===== src/rtl/wb_arb.sv =====
// ---------------------------------------------------------------------------
// wb_arb -- writeback arbiter with register-file write stage and a busy
// scoreboard.
//
// Four result sources (lsu, div, mul, alu) compete for the single
// register-file write port. At most one source is granted per cycle. The
// granted result is registered and drives rd_wr_en/rd_addr/rd_data one cycle
// later. Results addressed to x0 are accepted but never written.
//
// busy[n] marks registers with an outstanding write. A bit is set by an
// issue and cleared by the matching register-file write. If both happen in
// the same cycle, the set wins. flush clears every bit except one set by an
// issue in that same cycle.
//
// Configuration macro:
//   WB_RR_ARB_EN  defined   : round-robin arbitration in the order
//                             lsu, div, mul, alu.
//                 undefined : fixed priority lsu > div > mul > alu, with no
//                             pointer state.
//
// Ports:
//   clk, rst_n                   core clock, asynchronous active-low reset
//   <s>_wb_valid/rd_addr/rd_data result from source s (lsu, div, mul, alu)
//   <s>_wb_ready                 grant to source s, combinational
//   iss_valid, iss_rd_addr       issue of an instruction with a destination
//   flush                        clears the scoreboard
//   rd_wr_en, rd_addr, rd_data   register-file write port
//   busy                         per-register pending-write flags
// ---------------------------------------------------------------------------
package wb_arb_pkg;
  localparam int XLEN = 32;

  // Source index; it is also the bit position in the request/grant vectors.
  typedef enum logic [1:0] {
    SRC_LSU = 2'd0,
    SRC_DIV = 2'd1,
    SRC_MUL = 2'd2,
    SRC_ALU = 2'd3
  } src_e;
endpackage

module wb_arb
  import wb_arb_pkg::*;
(
  input  logic            clk,
  input  logic            rst_n,

  input  logic            lsu_wb_valid,
  input  logic [4:0]      lsu_wb_rd_addr,
  input  logic [XLEN-1:0] lsu_wb_rd_data,
  output logic            lsu_wb_ready,

  input  logic            div_wb_valid,
  input  logic [4:0]      div_wb_rd_addr,
  input  logic [XLEN-1:0] div_wb_rd_data,
  output logic            div_wb_ready,

  input  logic            mul_wb_valid,
  input  logic [4:0]      mul_wb_rd_addr,
  input  logic [XLEN-1:0] mul_wb_rd_data,
  output logic            mul_wb_ready,

  input  logic            alu_wb_valid,
  input  logic [4:0]      alu_wb_rd_addr,
  input  logic [XLEN-1:0] alu_wb_rd_data,
  output logic            alu_wb_ready,

  input  logic            iss_valid,
  input  logic [4:0]      iss_rd_addr,
  input  logic            flush,

  output logic            rd_wr_en,
  output logic [4:0]      rd_addr,
  output logic [XLEN-1:0] rd_data,
  output logic [31:0]     busy
);

  logic [3:0]      w_req;
  logic            w_any;
  logic [1:0]      w_gnt_idx;
  logic [3:0]      w_gnt;
  logic [4:0]      w_sel_addr;
  logic [XLEN-1:0] w_sel_data;
  logic            w_wr;

  assign w_req = {alu_wb_valid, mul_wb_valid, div_wb_valid, lsu_wb_valid};
  assign w_any = |w_req;

`ifdef WB_RR_ARB_EN
  // Points at the source with the highest priority in the current cycle.
  logic [1:0] r_ptr;

  // NOTE: every variable assigned in an always_comb gets a default on entry.
  // Otherwise a path that leaves the variable unassigned infers a latch.
  always_comb begin
    logic [1:0] idx;
    logic       found;
    w_gnt_idx = SRC_LSU;
    found     = 1'b0;
    idx       = 2'd0;
    for (int k = 0; k < 4; k++) begin
      idx = r_ptr + 2'(k);
      if (!found && w_req[idx]) begin
        found     = 1'b1;
        w_gnt_idx = idx;
      end
    end
  end

  // The pointer moves to the source after the granted one. With no output
  // back-pressure, any grant is also a transfer.
  always_ff @(posedge clk or negedge rst_n) begin
    if (!rst_n) begin
      r_ptr <= SRC_LSU;
    end else if (w_any) begin
      r_ptr <= w_gnt_idx + 2'd1;
    end
  end
`else
  always_comb begin
    w_gnt_idx = SRC_LSU;
    if (lsu_wb_valid)      w_gnt_idx = SRC_LSU;
    else if (div_wb_valid) w_gnt_idx = SRC_DIV;
    else if (mul_wb_valid) w_gnt_idx = SRC_MUL;
    else if (alu_wb_valid) w_gnt_idx = SRC_ALU;
  end
`endif

  assign w_gnt = w_any ? (4'b0001 << w_gnt_idx) : 4'b0000;

  // The grant is gated by rst_n so that no source sees ready while the
  // design is held in reset.
  assign lsu_wb_ready = w_gnt[SRC_LSU] & rst_n;
  assign div_wb_ready = w_gnt[SRC_DIV] & rst_n;
  assign mul_wb_ready = w_gnt[SRC_MUL] & rst_n;
  assign alu_wb_ready = w_gnt[SRC_ALU] & rst_n;

  always_comb begin
    w_sel_addr = '0;
    w_sel_data = '0;
    case (w_gnt_idx)
      SRC_LSU: begin w_sel_addr = lsu_wb_rd_addr; w_sel_data = lsu_wb_rd_data; end
      SRC_DIV: begin w_sel_addr = div_wb_rd_addr; w_sel_data = div_wb_rd_data; end
      SRC_MUL: begin w_sel_addr = mul_wb_rd_addr; w_sel_data = mul_wb_rd_data; end
      default: begin w_sel_addr = alu_wb_rd_addr; w_sel_data = alu_wb_rd_data; end
    endcase
  end

  // A transfer to x0 is accepted but produces no write.
  assign w_wr = w_any && (w_sel_addr != 5'd0);

  logic            r_wr_en;
  logic [4:0]      r_rd_addr;
  logic [XLEN-1:0] r_rd_data;

  // NOTE: sequential state uses non-blocking assignments only, so every
  // flop samples values from before the edge, regardless of process order.
  always_ff @(posedge clk or negedge rst_n) begin
    if (!rst_n) begin
      r_wr_en   <= 1'b0;
      r_rd_addr <= '0;
      r_rd_data <= '0;
    end else begin
      r_wr_en <= w_wr;
      // Address and data load only on a real write. Otherwise they keep
      // their last values.
      if (w_wr) begin
        r_rd_addr <= w_sel_addr;
        r_rd_data <= w_sel_data;
      end
    end
  end

  assign rd_wr_en = r_wr_en;
  assign rd_addr  = r_rd_addr;
  assign rd_data  = r_rd_data;

  // Scoreboard: the clear is applied first (or the flush), then the set is
  // ORed in. A set in the same cycle therefore wins over both.
  logic [31:0] r_busy;
  logic [31:0] w_set;
  logic [31:0] w_clr;
  logic [31:0] w_busy_nxt;

  assign w_set      = iss_valid ? (32'd1 << iss_rd_addr) : 32'd0;
  assign w_clr      = r_wr_en   ? (32'd1 << r_rd_addr)   : 32'd0;
  assign w_busy_nxt = ((flush ? 32'd0 : (r_busy & ~w_clr)) | w_set) & ~32'd1;

  always_ff @(posedge clk or negedge rst_n) begin
    if (!rst_n) begin
      r_busy <= '0;
    end else begin
      r_busy <= w_busy_nxt;
    end
  end

  assign busy = r_busy;

endmodule


===== config.mk =====
export PLATFORM = sky130hd
export DESIGN_NAME = wb_arb
export DESIGN_NICKNAME = d
export VERILOG_FILES = /design/src/rtl/wb_arb.sv
export SDC_FILE = /design/constraint.sdc
export NUM_CORES = 1
export LEC_CHECK = 0
export ABC_CLOCK_PERIOD_IN_PS = 1800
export BUFFER_PORTS_ARGS = -buffer_cell sky130_fd_sc_hd__buf_4
export CORE_MARGIN = 1
export CORE_UTILIZATION = 41
export CTS_CLUSTER_DIAMETER = 30
export DETAILED_ROUTE_END_ITERATION = 8
export GPL_TIMING_DRIVEN = 0
export PLACE_DENSITY_LB_ADDON = 0.15
export SETUP_SLACK_MARGIN = 0.2
export SYNTH_ARGS = -nofsm -noshare
export SYNTH_HDL_FRONTEND = slang
export SYNTH_SLANG_ARGS = --single-unit

===== constraint.sdc =====
create_clock -name clk -period 1.8 [get_ports clk]
set_input_delay 0.36 -clock clk [delete_from_list [all_inputs] [get_ports clk]]
set_output_delay 0.36 -clock clk [all_outputs]
set_load 0.005 [all_outputs]

==> run_summary.xml <==
<?xml version="1.0" encoding="UTF-8"?>
<metrics>
  <group name="logic_synthesis">
    <metric name="netlist.top_cell.by_area" unit="">dfrtp_1</metric>
    <metric name="postSynthAreaPerCell" unit="sq um">8.95</metric>
    <metric name="post_synth_inst_count" unit="">482</metric>
    <metric name="synth.most_common_cell" unit="">o21ai_0</metric>
    <metric name="synth-async-reset-ratio" unit="">1.00</metric>
    <metric name="synth_cell_types" unit="">37</metric>
    <metric name="ff_latch_count_synth" unit="">69</metric>
    <metric name="syn_nets" unit="">643</metric>
    <metric name="synth.cells.most_frequent" unit="">o21ai_0, dfrtp_1, nor2_1</metric>
    <metric name="postSynth.topFlopCell" unit="">dfrtp_1</metric>
    <metric name="ys.warnings.count" unit="">0</metric>
    <metric name="post_synth_instance_area" unit="sq um">4320</metric>
    <metric name="seq_area_frac_synth" unit="">0.400</metric>
    <metric name="synth.top_cell.area_share" unit="">0.400</metric>
    <metric name="synth_edf_count" unit="">0</metric>
    <metric name="top_cells_by_area_synth" unit="">dfrtp_1, o21ai_0, mux2_4</metric>
  </group>
  <group name="layout">
    <metric name="antenna_cells_inserted" unit="">0</metric>
    <metric name="fillerInstances" unit="">855</metric>
    <metric name="final_util" unit="">0.664</metric>
    <metric name="post_layout_cell_count" unit="">876</metric>
    <metric name="area_growth_syn_to_layout" unit="%">58.1</metric>
    <metric name="finish.net_count" unit="">897</metric>
    <metric name="drive_above_1_share" unit="">0.441</metric>
  </group>
  <group name="hold_path">
    <metric name="holdCritPathClass" unit="">primary input to asynchronous set/reset pin</metric>
  </group>
  <group name="setup_path">
    <metric name="worst_setup_path_start_kind" unit="">primary input</metric>
    <metric name="cp_data_required_time" unit="ns">2.01</metric>
    <metric name="worst-r2r-setup-slack" unit="ns">0.30</metric>
    <metric name="crit_path_end_kind" unit="">flip-flop</metric>
    <metric name="critical_path_class" unit="">primary input to flip-flop</metric>
    <metric name="timing.critical_path.arrival" unit="ns">2.25</metric>
    <metric name="critPathMaxFanout" unit="">10</metric>
  </group>
  <group name="route">
    <metric name="vias" unit="">4697</metric>
    <metric name="first_iter_violations" unit="">257</metric>
    <metric name="routed_wire_length_per_instance" unit="microns">16.7</metric>
    <metric name="count_of_antenna_violating_nets_left_after_detailed_routing" unit="">0</metric>
    <metric name="drtPass1Iterations" unit="">4</metric>
    <metric name="drt-total-wl" unit="microns">14600</metric>
    <metric name="route.detailed.drc" unit="">0</metric>
    <metric name="viasPerCell" unit="">5.36</metric>
  </group>
  <group name="pwr">
    <metric name="p_seq_frac" unit="">0.395</metric>
    <metric name="power.share.clock" unit="">0.304</metric>
    <metric name="leakage_power_total" unit="uW">0.00336</metric>
    <metric name="power-per-cell-area" unit="nW/um^2">660</metric>
    <metric name="p_int" unit="uW">3250</metric>
    <metric name="power.ir.vdd_worst" unit="V">0.000352</metric>
    <metric name="net-switching-power" unit="uW">1250</metric>
    <metric name="power.combinational.fraction" unit="">0.301</metric>
    <metric name="design_power" unit="uW">4500</metric>
    <metric name="fraction_of_power_spent_switching_nets" unit="">0.278</metric>
  </group>
  <group name="global_routing">
    <metric name="vias_in_the_first_global_route" unit="">4656</metric>
    <metric name="first_pass_grt_wire_length" unit="microns">22800</metric>
    <metric name="globalRouteTotalUtil" unit="">0.264</metric>
    <metric name="largest_net_degree_at_the_start_of_global_routing" unit="">48</metric>
    <metric name="grt_antenna_before_repair" unit="">0</metric>
    <metric name="residual_overflow_from_global_routing" unit="">0</metric>
  </group>
  <group name="clock_network">
    <metric name="worst_skew_pair.late_latency" unit="ns">0.33</metric>
    <metric name="sink_count" unit="">69</metric>
    <metric name="clk_pin_slew_worst_paths" unit="ns">0.08</metric>
    <metric name="clockRootBuffer" unit="">clkbuf_8</metric>
    <metric name="cts_made_buffers" unit="">9</metric>
    <metric name="htree_levels" unit="">3</metric>
    <metric name="cts-hold-fix-buffers" unit="">1</metric>
    <metric name="cts_tree" unit="">done</metric>
    <metric name="clock_path_buffers" unit="">2</metric>
  </group>
  <group name="die">
    <metric name="floorplan.io_pins" unit="">235</metric>
    <metric name="std_cell_rows" unit="">37</metric>
    <metric name="die-area" unit="sq um">10900</metric>
    <metric name="initial_utilization" unit="">0.420</metric>
    <metric name="placeableCoreArea" unit="sq um">10300</metric>
    <metric name="dieHeight" unit="microns">105</metric>
    <metric name="die_w" unit="microns">105</metric>
  </group>
  <group name="placed_design">
    <metric name="dpl.hpwl" unit="microns">11200</metric>
    <metric name="worst_setup_slack_after_placement" unit="ns">-1.03</metric>
    <metric name="placed_cells" unit="">850</metric>
    <metric name="gp_congestion" unit="">0.923</metric>
    <metric name="port_buffers" unit="">232</metric>
  </group>
  <group name="flow_run">
    <metric name="max-cap-violations" unit="">0</metric>
  </group>
  <group name="sta">
    <metric name="whs" unit="ns">-0.0855</metric>
    <metric name="final.min_clock_period" unit="ns">2.04</metric>
    <metric name="worstMarginPinSlew" unit="ns">0.522</metric>
    <metric name="timing.final.hold_violations" unit="">42</metric>
    <metric name="timing.fmax" unit="MHz">489</metric>
    <metric name="final_max_slew_viol_count" unit="">0</metric>
    <metric name="worst_slew_margin_rel" unit="">0.649</metric>
    <metric name="postLayoutSetupSlackWorst" unit="ns">-0.244</metric>
    <metric name="post-route-period-util" unit="">1.14</metric>
    <metric name="setup_violations" unit="">37</metric>
    <metric name="clock_skew" unit="ns">0.0160</metric>
    <metric name="rsz_0062_raised_after_global_routing" unit="">true</metric>
  </group>
  <group name="run_status">
    <metric name="failed_checks" unit="">hold timing, setup timing</metric>
    <metric name="outcome" unit="">complete, but fails checks</metric>
  </group>
</metrics>
==> worst max-delay path, stage by stage <==
cell,delay (ns)
buf_8,0.11
nand2b_4,0.16
clkbuf_16,0.18
a311o_1,0.36
a2bb2oi_2,0.22
nor4_4,0.08
a21oi_4,0.27
buf_6,0.21
mux2_4,0.31
==> final timing paths <==
kind,start,to,cells after the start
worst max-delay path,mul_wb_valid,rd_addr[4],9
worst min-delay path,rst_n,busy[22],1
worst max register to register,rd_addr[2],busy[28],5
worst min register to register,rd_data[8],rd_data[8],1
max in group asynchronous,rst_n,busy[11],2
min in group clk,flush,busy[31],4
==> cell families after synthesis <==
kind of cell,Yosys count,synth area share
other,1,0.000869
AOI/OAI and AO/OA,137,0.203
muxes,35,0.116
buffers and inverters,39,0.0435
DFF,69,0.400
and+or+nand+nor,201,0.237
==> per-stage QoR <==
stage | cell area (sq um) | setup TNS [ns]
2_1_floorplan | 4340 | -15.95
4_1_cts | 6770 | -7.20
5_1_grt | 6820 | -9.31
3_3_place_gp | 6250 | -36.82
6_report | 6820 | -7.86
3_5_place_dp | 6250 | -37.66
==> sequential cells by signal (all words and copies together), names as in the netlist <==
register / flops
rd_data: 32
busy: 31
rd_addr: 5
rd_wr_en: 1
==> final cells by class <==
| type | count | area, sq um | area share |
|---|---|---|---|
| Clock inverter | 4 | 73.8 | 0.0108 |
| Multi-Input combinational cell | 374 | 2500 | 0.367 |
| Inverter | 3 | 11.3 | 0.00165 |
| Buffer | 35 | 320 | 0.0469 |
| Clock buffer | 11 | 131 | 0.0193 |
| Tap cell | 136 | 170 | 0.0249 |
| Sequential cell | 69 | 1730 | 0.253 |
| Timing Repair Buffer | 244 | 1890 | 0.277 |
==> timing repair <==
item | in CTS | in global routing
pin swaps | 5 | 3
gates cloned | 0 | 1
endpoints found under the hold margin | 27 | 42
resized for setup | 48 | 9
setup buffers | 10 | 0
endpoints found under the setup margin | 42 | 48
==> power by group through the flow <==
stage,Sequential (uW),Clock (uW),Combinational (uW)
6_report,1780,1370,1360
5_1_grt,1800,1460,1460
3_3_place_gp,1800,0,1220
4_1_cts,1780,1390,1340
2_1_floorplan,1790,0,570
3_5_place_dp,1800,0,1240
==> routing by layer <==
| layer | track usage | vias up | part of all wire |
|---|---|---|---|
| li1 | - | 2227 | - |
| met1 | 0.310 | 2233 | 0.40 |
| met2 | 0.448 | 207 | 0.50 |
| met3 | 0.0605 | 30 | 0.064 |
| met4 | 0.140 | 0 | 0.033 |
| met5 | 0 | - | 0 |
==> cells in the final DEF (no fill, tap or decap), types with 4 or more instances in the layout <==
| cell | Yosys | routed |
|---|---|---|
| a22oi_1 | 14 | 14 |
| a2bb2oi_1 | 28 | 25 |
| a311o_1 | 4 | 4 |
| buf_4 | 1 | 238 |
| buf_6 | 5 | 4 |
| buf_8 | 0 | 7 |
| clkbuf_1 | 28 | 22 |
| clkbuf_16 | 0 | 5 |
| clkbuf_8 | 0 | 9 |
| dfrtp_1 | 69 | 69 |
| mux2_4 | 28 | 35 |
| nand2_1 | 50 | 50 |
| nand3_1 | 30 | 30 |
| nand3b_1 | 23 | 23 |
| nor2_1 | 54 | 54 |
| nor2b_1 | 22 | 22 |
| o21ai_0 | 85 | 85 |
(Power assumes the default switching activity.)
